==> src/rtl/dma_engineer_if.sv <==
// Request/response and memory-read bundle for dma_engineer.
// master = DMA engine side, slave = controller + memory side.
interface dma_engineer_if #(
  parameter int DW = 512,
  parameter int AW = 27
);
  logic          dma_engineer_req;
  logic          dma_engineer_ack;
  logic [AW-1:0] dma_engineer_start_addr;
  logic [AW-1:0] dma_engineer_length;
  logic [DW-1:0] dma_engineer_dout;
  logic          dma_engineer_dout_en;
  logic          dma_engineer_dout_eop;
  logic          dma_engineer_err;
  logic          mem_rd_req;
  logic [AW-1:0] mem_rd_addr;
  logic          mem_rd_gnt;
  logic          mem_rd_dvalid;
  logic [DW-1:0] mem_rd_data;

  modport master (
    input  dma_engineer_req,
    input  dma_engineer_start_addr,
    input  dma_engineer_length,
    input  mem_rd_gnt,
    input  mem_rd_dvalid,
    input  mem_rd_data,
    output dma_engineer_ack,
    output dma_engineer_dout,
    output dma_engineer_dout_en,
    output dma_engineer_dout_eop,
    output dma_engineer_err,
    output mem_rd_req,
    output mem_rd_addr
  );

  modport slave (
    output dma_engineer_req,
    output dma_engineer_start_addr,
    output dma_engineer_length,
    output mem_rd_gnt,
    output mem_rd_dvalid,
    output mem_rd_data,
    input  dma_engineer_ack,
    input  dma_engineer_dout,
    input  dma_engineer_dout_en,
    input  dma_engineer_dout_eop,
    input  dma_engineer_err,
    input  mem_rd_req,
    input  mem_rd_addr
  );
endinterface

==> src/rtl/dma_engineer.sv <==
// Streaming read DMA: fetches length words from start_addr, emits beats.
// Optional bounds check enabled by macro DMA_ENGINEER_ADDR_CHECK_EN.
module dma_engineer #(
  parameter int DW        = 512,
  parameter int AW        = 27,
  parameter int MAX_OUTST = 8,
  parameter int MEM_WORDS = 2**27
) (
  input logic            clk,
  input logic            rst,
  dma_engineer_if.master bus
);

  localparam int OW = $clog2(MAX_OUTST) + 1;

  localparam logic [1:0] S_IDLE  = 2'd0;
  localparam logic [1:0] S_ACK   = 2'd1;
  localparam logic [1:0] S_ISSUE = 2'd2;
  localparam logic [1:0] S_DRAIN = 2'd3;

`ifdef DMA_ENGINEER_ADDR_CHECK_EN
  localparam logic CHK_EN = 1'b1;
`else
  localparam logic CHK_EN = 1'b0;
`endif

  localparam logic [AW:0] LIMIT = (AW+1)'(MEM_WORDS);

  logic [1:0]    state;
  logic [1:0]    state_d;
  logic          armed;
  logic [AW-1:0] start_q;
  logic [AW-1:0] len_q;
  logic [AW-1:0] issued;
  logic [AW-1:0] returned;
  logic [OW-1:0] outst;
  logic [AW:0]   sum;
  logic          oob;
  logic          in_ack;
  logic          grant;
  logic          rd_ok;
  logic          last_iss;
  logic          last_ret;

  assign in_ack   = (state == S_ACK);
  assign sum      = {1'b0, bus.dma_engineer_start_addr}
                  + {1'b0, bus.dma_engineer_length};
  assign oob      = CHK_EN && (sum > LIMIT);
  assign grant    = bus.mem_rd_req && bus.mem_rd_gnt;
  assign rd_ok    = bus.mem_rd_dvalid && (outst != '0);
  assign last_iss = grant && (issued + AW'(1) == len_q);
  assign last_ret = rd_ok && (returned + AW'(1) == len_q);

  assign bus.dma_engineer_ack = in_ack;
  assign bus.dma_engineer_err = in_ack && oob;
  assign bus.mem_rd_req  = (state == S_ISSUE)
                        && (issued != len_q)
                        && (outst < OW'(MAX_OUTST));
  assign bus.mem_rd_addr = start_q + issued;

  // Next-state decode for the transfer sequencer.
  always_comb begin
    state_d = state;
    case (state)
      S_IDLE:
        if (bus.dma_engineer_req && armed) state_d = S_ACK;
      S_ACK:
        if (oob || bus.dma_engineer_length == '0) state_d = S_IDLE;
        else state_d = S_ISSUE;
      S_ISSUE:
        if (last_iss) state_d = S_DRAIN;
      S_DRAIN:
        if (last_ret) state_d = S_IDLE;
      default:
        state_d = S_IDLE;
    endcase
  end

  // State, descriptor latch and armed flag (first edge after reset is skipped).
  always_ff @(posedge clk or negedge rst) begin
    if (!rst) begin
      state   <= S_IDLE;
      armed   <= 1'b0;
      start_q <= '0;
      len_q   <= '0;
    end else begin
      state <= state_d;
      armed <= 1'b1;
      if (in_ack) begin
        start_q <= bus.dma_engineer_start_addr;
        len_q   <= bus.dma_engineer_length;
      end
    end
  end

  // Issue / return / in-flight counters.
  always_ff @(posedge clk or negedge rst) begin
    if (!rst) begin
      issued   <= '0;
      returned <= '0;
      outst    <= '0;
    end else begin
      if (in_ack) issued <= '0;
      else if (grant) issued <= issued + AW'(1);
      if (in_ack) returned <= '0;
      else if (rd_ok) returned <= returned + AW'(1);
      case ({grant, rd_ok})
        2'b10:   outst <= outst + OW'(1);
        2'b01:   outst <= outst - OW'(1);
        default: outst <= outst;
      endcase
    end
  end

  // Registered output beat; data holds between beats.
  always_ff @(posedge clk or negedge rst) begin
    if (!rst) begin
      bus.dma_engineer_dout     <= '0;
      bus.dma_engineer_dout_en  <= 1'b0;
      bus.dma_engineer_dout_eop <= 1'b0;
    end else begin
      bus.dma_engineer_dout_en  <= rd_ok;
      bus.dma_engineer_dout_eop <= last_ret;
      if (rd_ok) bus.dma_engineer_dout <= bus.mem_rd_data;
    end
  end

endmodule

==> src/flat_wrapper.sv <==
// flat-port wrapper written by rule: the top's interface ports become plain ports
module dma_engineer_flat 
#(
  parameter int DW        = 512,
  parameter int AW        = 27,
  parameter int MAX_OUTST = 8,
  parameter int MEM_WORDS = 2**27
)
  (clk, rst, bus_dma_engineer_req, bus_dma_engineer_start_addr, bus_dma_engineer_length, bus_mem_rd_gnt, bus_mem_rd_dvalid, bus_mem_rd_data, bus_dma_engineer_ack, bus_dma_engineer_dout, bus_dma_engineer_dout_en, bus_dma_engineer_dout_eop, bus_dma_engineer_err, bus_mem_rd_req, bus_mem_rd_addr);
  dma_engineer_if #(.DW(DW), .AW(AW)) bus_i ();
  input logic clk;
  input logic rst;
  input wire logic [$bits(bus_i.dma_engineer_req)-1:0] bus_dma_engineer_req;
  input wire logic [$bits(bus_i.dma_engineer_start_addr)-1:0] bus_dma_engineer_start_addr;
  input wire logic [$bits(bus_i.dma_engineer_length)-1:0] bus_dma_engineer_length;
  input wire logic [$bits(bus_i.mem_rd_gnt)-1:0] bus_mem_rd_gnt;
  input wire logic [$bits(bus_i.mem_rd_dvalid)-1:0] bus_mem_rd_dvalid;
  input wire logic [$bits(bus_i.mem_rd_data)-1:0] bus_mem_rd_data;
  output wire logic [$bits(bus_i.dma_engineer_ack)-1:0] bus_dma_engineer_ack;
  output wire logic [$bits(bus_i.dma_engineer_dout)-1:0] bus_dma_engineer_dout;
  output wire logic [$bits(bus_i.dma_engineer_dout_en)-1:0] bus_dma_engineer_dout_en;
  output wire logic [$bits(bus_i.dma_engineer_dout_eop)-1:0] bus_dma_engineer_dout_eop;
  output wire logic [$bits(bus_i.dma_engineer_err)-1:0] bus_dma_engineer_err;
  output wire logic [$bits(bus_i.mem_rd_req)-1:0] bus_mem_rd_req;
  output wire logic [$bits(bus_i.mem_rd_addr)-1:0] bus_mem_rd_addr;
  assign bus_i.dma_engineer_req = bus_dma_engineer_req;
  assign bus_i.dma_engineer_start_addr = bus_dma_engineer_start_addr;
  assign bus_i.dma_engineer_length = bus_dma_engineer_length;
  assign bus_i.mem_rd_gnt = bus_mem_rd_gnt;
  assign bus_i.mem_rd_dvalid = bus_mem_rd_dvalid;
  assign bus_i.mem_rd_data = bus_mem_rd_data;
  assign bus_dma_engineer_ack = bus_i.dma_engineer_ack;
  assign bus_dma_engineer_dout = bus_i.dma_engineer_dout;
  assign bus_dma_engineer_dout_en = bus_i.dma_engineer_dout_en;
  assign bus_dma_engineer_dout_eop = bus_i.dma_engineer_dout_eop;
  assign bus_dma_engineer_err = bus_i.dma_engineer_err;
  assign bus_mem_rd_req = bus_i.mem_rd_req;
  assign bus_mem_rd_addr = bus_i.mem_rd_addr;
  dma_engineer #(.DW(DW), .AW(AW), .MAX_OUTST(MAX_OUTST), .MEM_WORDS(MEM_WORDS)) u_core (.clk(clk), .rst(rst), .bus(bus_i));
endmodule
==> config.mk <==
export PLATFORM = sky130hd
export DESIGN_NAME = dma_engineer_flat
export DESIGN_NICKNAME = d
export VERILOG_FILES = /design/src/rtl/dma_engineer_if.sv /design/src/rtl/dma_engineer.sv /design/src/flat_wrapper.sv
export SDC_FILE = /design/constraint.sdc
export NUM_CORES = 1
export LEC_CHECK = 0
export CAP_MARGIN = 5
export CELL_PAD_IN_SITES_DETAIL_PLACEMENT = 1
export CELL_PAD_IN_SITES_GLOBAL_PLACEMENT = 1
export CORE_AREA = 2 2 433 435
export CTS_CLUSTER_DIAMETER = 200
export DETAILED_ROUTE_END_ITERATION = 10
export DIE_AREA = 0 0 435 437
export GPL_TIMING_DRIVEN = 0
export PLACE_DENSITY = 0.51
export SYNTH_ARGS = -nofsm -noshare
export SYNTH_HDL_FRONTEND = slang
export SYNTH_SLANG_ARGS = --single-unit
==> constraint.sdc <==
create_clock -name clk -period 5.45 [get_ports clk]
set_input_delay 1.635 -clock clk [delete_from_list [all_inputs] [get_ports clk]]
set_output_delay 1.635 -clock clk [all_outputs]
set_load 0.02 [all_outputs]
* Word-level counts from Yosys, hierarchy flattened
Index checks and enable logic that the tools add are counted.
** Cells by class
- Add/subtract/negate cells :: 5
- Order comparisons :: 1
- Equal/unequal tests :: 11
- Muxes and demuxes :: 10
- Reductions and logical operators :: 14
** Operators with widths (count)
- $mux W27 :: 4
- $add A27 B1 Y27 const B :: 2
- $eq A27 B27 Y1 :: 2
- $add A27 B27 Y27 :: 1
- $logic_not A27 Y1 :: 1
- $ne A27 B27 Y1 :: 1
- $mux W2 :: 4
- $pmux W2 S4 :: 1
- $pmux W4 S2 :: 1
- $logic_and A1 B1 Y1 :: 7
- $eq A2 B2 Y1 const B :: 3
- $ne A2 B1 Y1 const B :: 3
- $reduce_bool A2 Y1 :: 3
- $add A4 B1 Y4 const B :: 1
- $eq A2 B1 Y1 const B :: 2
- $lt A4 B4 Y1 const B :: 1
- $reduce_bool A4 Y1 :: 1
- $sub A4 B1 Y4 const B :: 1
- $reduce_and A3 Y1 :: 1
- $logic_not A2 Y1 :: 1
** Storage, ports and cells
- Flip-flop bits (word level) :: 629
- Output and inout port bits :: 544
- Logic and storage cells :: 51

* Depth between registers and ports, before layout
- Word-level depth :: 7
- Depth in mapped cells :: 14

* Worst setup path after synthesis
No wires, ideal clock.
- Path kind :: register to output
- From :: register u_core.issued[7]
- To :: output bus_mem_rd_addr[21]
- Arrival :: 3068 ps
- Slack :: 747 ps
- Stages on the path, launching flop included :: 10
- Path through :: dfrtp_1 -> ha_1 -> nand4_1 -> o22a_1 -> o21ai_0 -> o221ai_1 -> a21boi_0 -> a21o_1 -> mux2i_1 -> a2111oi_0
** Between the ends
- Longest elaborated chain between the ends :: 1
** RTL lines
- from (decl) :: line dma_engineer.sv:34 : logic [AW-1:0] issued;
- from (signal assigned) :: line dma_engineer.sv:104 : else if (grant) issued <= issued + AW'(1);
- $add A27 B27 Y27 :: line dma_engineer.sv:59 : assign bus.mem_rd_addr = start_q + issued;
- to (decl) :: line flat_wrapper.sv:25 : output wire logic [$bits(bus_i.mem_rd_addr)-1:0] bus_mem_rd_addr;
No other way between the ends.

* Worst setup path after layout
- From :: register u_core.issued[7]
- To :: output bus_mem_rd_addr[24]
The elaborated chain is that of the path after synthesis.

==> run_results.csv <==
group,metric,value,unit
run_status,status,"complete, no violations",
pwr,power_density,458,mW/mm2
yosys,synth_seq_cells,629,
sta,tightest_slew,1190,ps
min_path,min_path_type,"flop to flop",
floorplanning,start_util,14.8,%
final_layout,multi_input_area,0.0109,mm2
final_layout,fillers,21783,
routing,routed_wl,166000,um
worst_setup_path,critical_path_arrival,3610,ps
grt,grt_max_degree,109,
floorplanning,die_w,435,um
yosys,synth_flop_cell,"dfrtp_1",
sta,final_hold_viol_count,0,
pwr,vdd_ir_drop_max,0.305,mV
final_layout,postLayoutCoreUtil,24.3,%
worst_setup_path,cp_top_family,"compound AO/OA/AOI/OAI gates",
routing,first_iter_violations,1460,
worst_setup_path,crit_type,"flop to output port",
final_layout,syn_to_final_growth,63.7,%
yosys,syn_area_per_cell,8.58,um2
worst_setup_path,r2r_start,"u_core.outst[1]$_DFFE_PN0P_",
sta,period_minus_slack,5250,ps
yosys,synth_cell_types,74,
yosys,yosys-top-cells-area,"dfrtp_1, nand2_1, xnor2_1, clkbuf_1, xor2_1",
pwr,p_clk_share,28.2,%
routing,route.detailed.drc,0,
sta,drv_slew,0,
sta,fin_skew,15.2,ps
worst_setup_path,slowest_delay,470,ps
clocking,numCtsBuffers,87,
yosys,synth_top_area_cell,"dfrtp_1",
min_path,whs_path_depth,2,
grt,grt_pass1_wl,229000,um
floorplanning,pin_count,1115,
routing,wl_per_cell,23.8,um
floorplanning,rows,158,
worst_setup_path,cp.depth,11,
clocking,clock_latency,690,ps
final_layout,drive_above_1_share,4.83,%
placement,dp_hpwl,136000,um
final_layout,final_cells,6971,
yosys,synth_top_area_share,57.4,%
yosys,ys_seq_area_share,57.4,%
floorplanning,die_h,437,um
routing,vias,26915,
pwr,p_int,12.5,mW
yosys,syn_inst,3194,
sta,max_freq,190,MHz
grt,antenna_found_initial,65,
clocking,cts.sinks,629,
routing,via_per_inst,3.86,
yosys,synthesis.area,0.0274,mm2
clocking,clkSlewWorstSetupHoldPaths,60,ps
routing,ant_nets,0,
placement,dp_worst_setup_slack,-302,ps
worst_setup_path,critPathBufInv,3,
yosys,ys_warn_count,0,
placement,portBuffers,1113,
worst_setup_path,worstPathRequired,3820,ps
final_layout,regArea,0.0157,mm2
sta,setup_viol,0,
worst_setup_path,path_common_cell,"buf_4",
placement,placedCellCount,6795,
pwr,sw_frac_of_total,39.0,%
sta,postLayoutSetupSlackWorst,200,ps
worst_setup_path,critical_path.endpoint_type,"output port",
worst_setup_path,r2r_setup_slack,1380,ps
final_layout,fin_nets,5014,
sta,setup_tns,0,ps
floorplanning,core_area,0.185,mm2
pwr,power_leakage,20.4,nW
grt,overflow,0,
clocking,root_buffer,"clkbuf_16",
run,cap_violations,0,
yosys,ys_async_sr_fraction,100,%
grt,grt_usage,17.1,%
worst_setup_path,crit_chain,"ha_4 -> a211o_1 -> or3_1 -> o211ai_1 -> buf_4 -> a31oi_2 -> or2_4 -> a311oi_4 -> buf_4 -> xnor2_1 -> buf_4",
clocking,cts_tree,"built",
worst_setup_path,cp_slowest_cell,"dfrtp_2",
worst_setup_path,cp_max_fo,6,
sta,relSlewSlack,20.4,%
worst_setup_path,worst_setup_path_start_kind,"flop",
worst_setup_path,r2r-end,"u_core.outst[3]$_DFFE_PN0P_",
pwr,power_switching,8.03,mW
routing,first_pass_iters,5,
clocking,ctsHoldBuffers,0,
floorplanning,dieArea,0.190,mm2
yosys,synth_edf_count,0,
placement,place_congestion,0.982,
pwr,combPwrFrac,39.0,%
grt,grt_pass1_vias,28343,
worst_setup_path,reg2reg_depth,11,
min_path,min_from,"u_core.bus.dma_engineer_dout[233]$_DFFE_PN0P_",
clocking,htree_levels,3,
clocking,clockBufferDepth,3,
sta,finalCritPeriodShare,96.3,%
min_path,hold_end,"u_core.bus.dma_engineer_dout[233]$_DFFE_PN0P_",
yosys,synth_fp_nets,3798,
pwr,pwr-share-seq,32.8,%
Yosys cell counts (3+ instances only):
library cell and n:
buf_6 5, o31ai_1 4, buf_2 9, nor2b_1 7, a211o_1 3, a21oi_1 37
buf_1 4, mux2i_1 6, dfrtp_1 629, a311oi_1 3, nand2_1 1755, a211oi_1 6
a21boi_0 6, nor2_1 83, o41ai_1 4, clkbuf_2 3, a31oi_1 10, inv_1 28
xnor2_1 87, o21ai_0 42, xor2_1 54, o211ai_1 5, or2_2 7, ha_1 31
nand4_1 30, nor3_1 30, o21bai_1 5, nand4b_1 5, a21o_1 7, or3_1 14
a2111oi_0 7, nor4_1 15, nand3_1 32, buf_4 7, o21a_1 4, clkbuf_1 140
and3_1 11, nand2b_1 11
how the worst max path moves through the flow:
stage	start	endpoint	slack, ps
after floorplan	u_core.issued[7]$_DFFE_PN0P_	bus_mem_rd_addr[21]	750
after global placement	rst	u_core.bus.dma_engineer_dout[341]$_DFFE_PN0P_	-30450
after detailed placement	u_core.issued[7]$_DFFE_PN0P_	bus_mem_rd_addr[26]	-300
after CTS	u_core.issued[7]$_DFFE_PN0P_	bus_mem_rd_addr[24]	30
after global routing	u_core.issued[1]$_DFFE_PN0P_	bus_mem_rd_addr[21]	-10
final	u_core.issued[7]$_DFFE_PN0P_	bus_mem_rd_addr[24]	200
layout make-up:
type,count,area share (%)
plain buffers,168,1.60
well taps,2480,6.91
flip-flops and latches,629,35.1
multi-input cells,2366,24.4
inverters,30,0.251
clock inverters,16,0.393
repair buffers,1128,25.3
diodes,21,0.117
clock buffers,133,5.93
worst reg2reg max path, cell delays in order, from the launching register on:
cell and delay, ps:
dfrtp_1 420, o41ai_2 890, inv_2 370, clkbuf_1 410, clkbuf_1 480, ha_1 410
ha_1 290, a21o_1 180, a21oi_1 170, xnor2_1 130, nor2_1 60, xor2_1 140
cells by family (layout without fill, tap and decap cells):
family	count (synthesis)	in the layout	synth area share, %
simple gates	2023	2023	29.4
flops	629	629	57.4
buf+inv	199	1475	3.05
compound gates	159	159	3.74
xor+xnor	141	141	4.50
fa+ha+maj	33	33	1.56
mux	8	8	0.301
other cells	2	23	0.0274
per-stage QoR:
step / area (um2) / total power [mW] / hold WS, ps
floorplan: 27400 / 10.0 / 450
global placement: 41700 / 14.9 / 457
detailed placement: 41900 / 15.0 / 461
CTS: 44800 / 21.0 / 475
global route: 44900 / 21.7 / 494
finish: 44900 / 20.6 / 470
power groups by stage:
stage               Clock [mW]  Sequential, mW  Combinational, mW
floorplan                    0            8.05               1.94
CTS                       6.05            6.74               8.23
global placement             0            6.81               8.12
detailed placement           0            6.80               8.17
global route              6.19            6.90               8.60
finish                    5.81            6.75               8.02
flip-flops by register name (all words and copies together), names as in the netlist, named ones only:
name	count
u_core.bus.dma_engineer_dout_en	1
u_core.len_q	27
u_core.outst	4
u_core.state	1
u_core.returned	27
u_core.bus.dma_engineer_dout	512
u_core.issued	27
u_core.bus.dma_engineer_dout_eop	1
u_core.start_q	27
u_core.armed	1
layer usage:
layer  wire length, um  share of wire, %  vias up  track usage (%)
met2             85000                51      790             30.3
met4              4810               2.9       20             5.03
met5               138             0.083        -                0
met3             10800               6.5      225             4.84
li1                  -                 -    12509                -
met1             65600                39    13371             19.8
cell usage in the layout (no fill, tap or decap), types with 6 or more instances in the layout:
cell | Yosys | layout
nand2_1 | 1755 | 1755
clkdlybuf4s50_1 | 0 | 1100
dfrtp_1 | 629 | 625
clkbuf_1 | 140 | 157
clkbuf_16 | 0 | 90
xnor2_1 | 87 | 87
nor2_1 | 83 | 83
xor2_1 | 54 | 54
o21ai_0 | 42 | 40
a21oi_1 | 37 | 35
nand3_1 | 32 | 32
nand4_1 | 30 | 30
nor3_1 | 30 | 30
ha_1 | 31 | 29
inv_1 | 28 | 28
clkbuf_8 | 1 | 26
diode_2 | 0 | 21
buf_4 | 7 | 16
nor4_1 | 15 | 15
or3_1 | 14 | 14
and3_1 | 11 | 11
nand2b_1 | 11 | 11
buf_2 | 9 | 10
a31oi_1 | 10 | 9
nor2b_1 | 7 | 7
a21o_1 | 7 | 7
a211oi_1 | 6 | 6
mux2i_1 | 6 | 6
a2111oi_0 | 7 | 6
or2_2 | 7 | 6
clkinv_2 | 0 | 6
buf_16 | 0 | 6
repair_timing:
action	in CTS	in global routing
setup buffers	5	2
resized for setup	45	13
gates cloned	0	0
endpoints found under the setup margin	14	8
pin swaps	6	3
No activity file was read; power rests on OpenSTA's default activity.
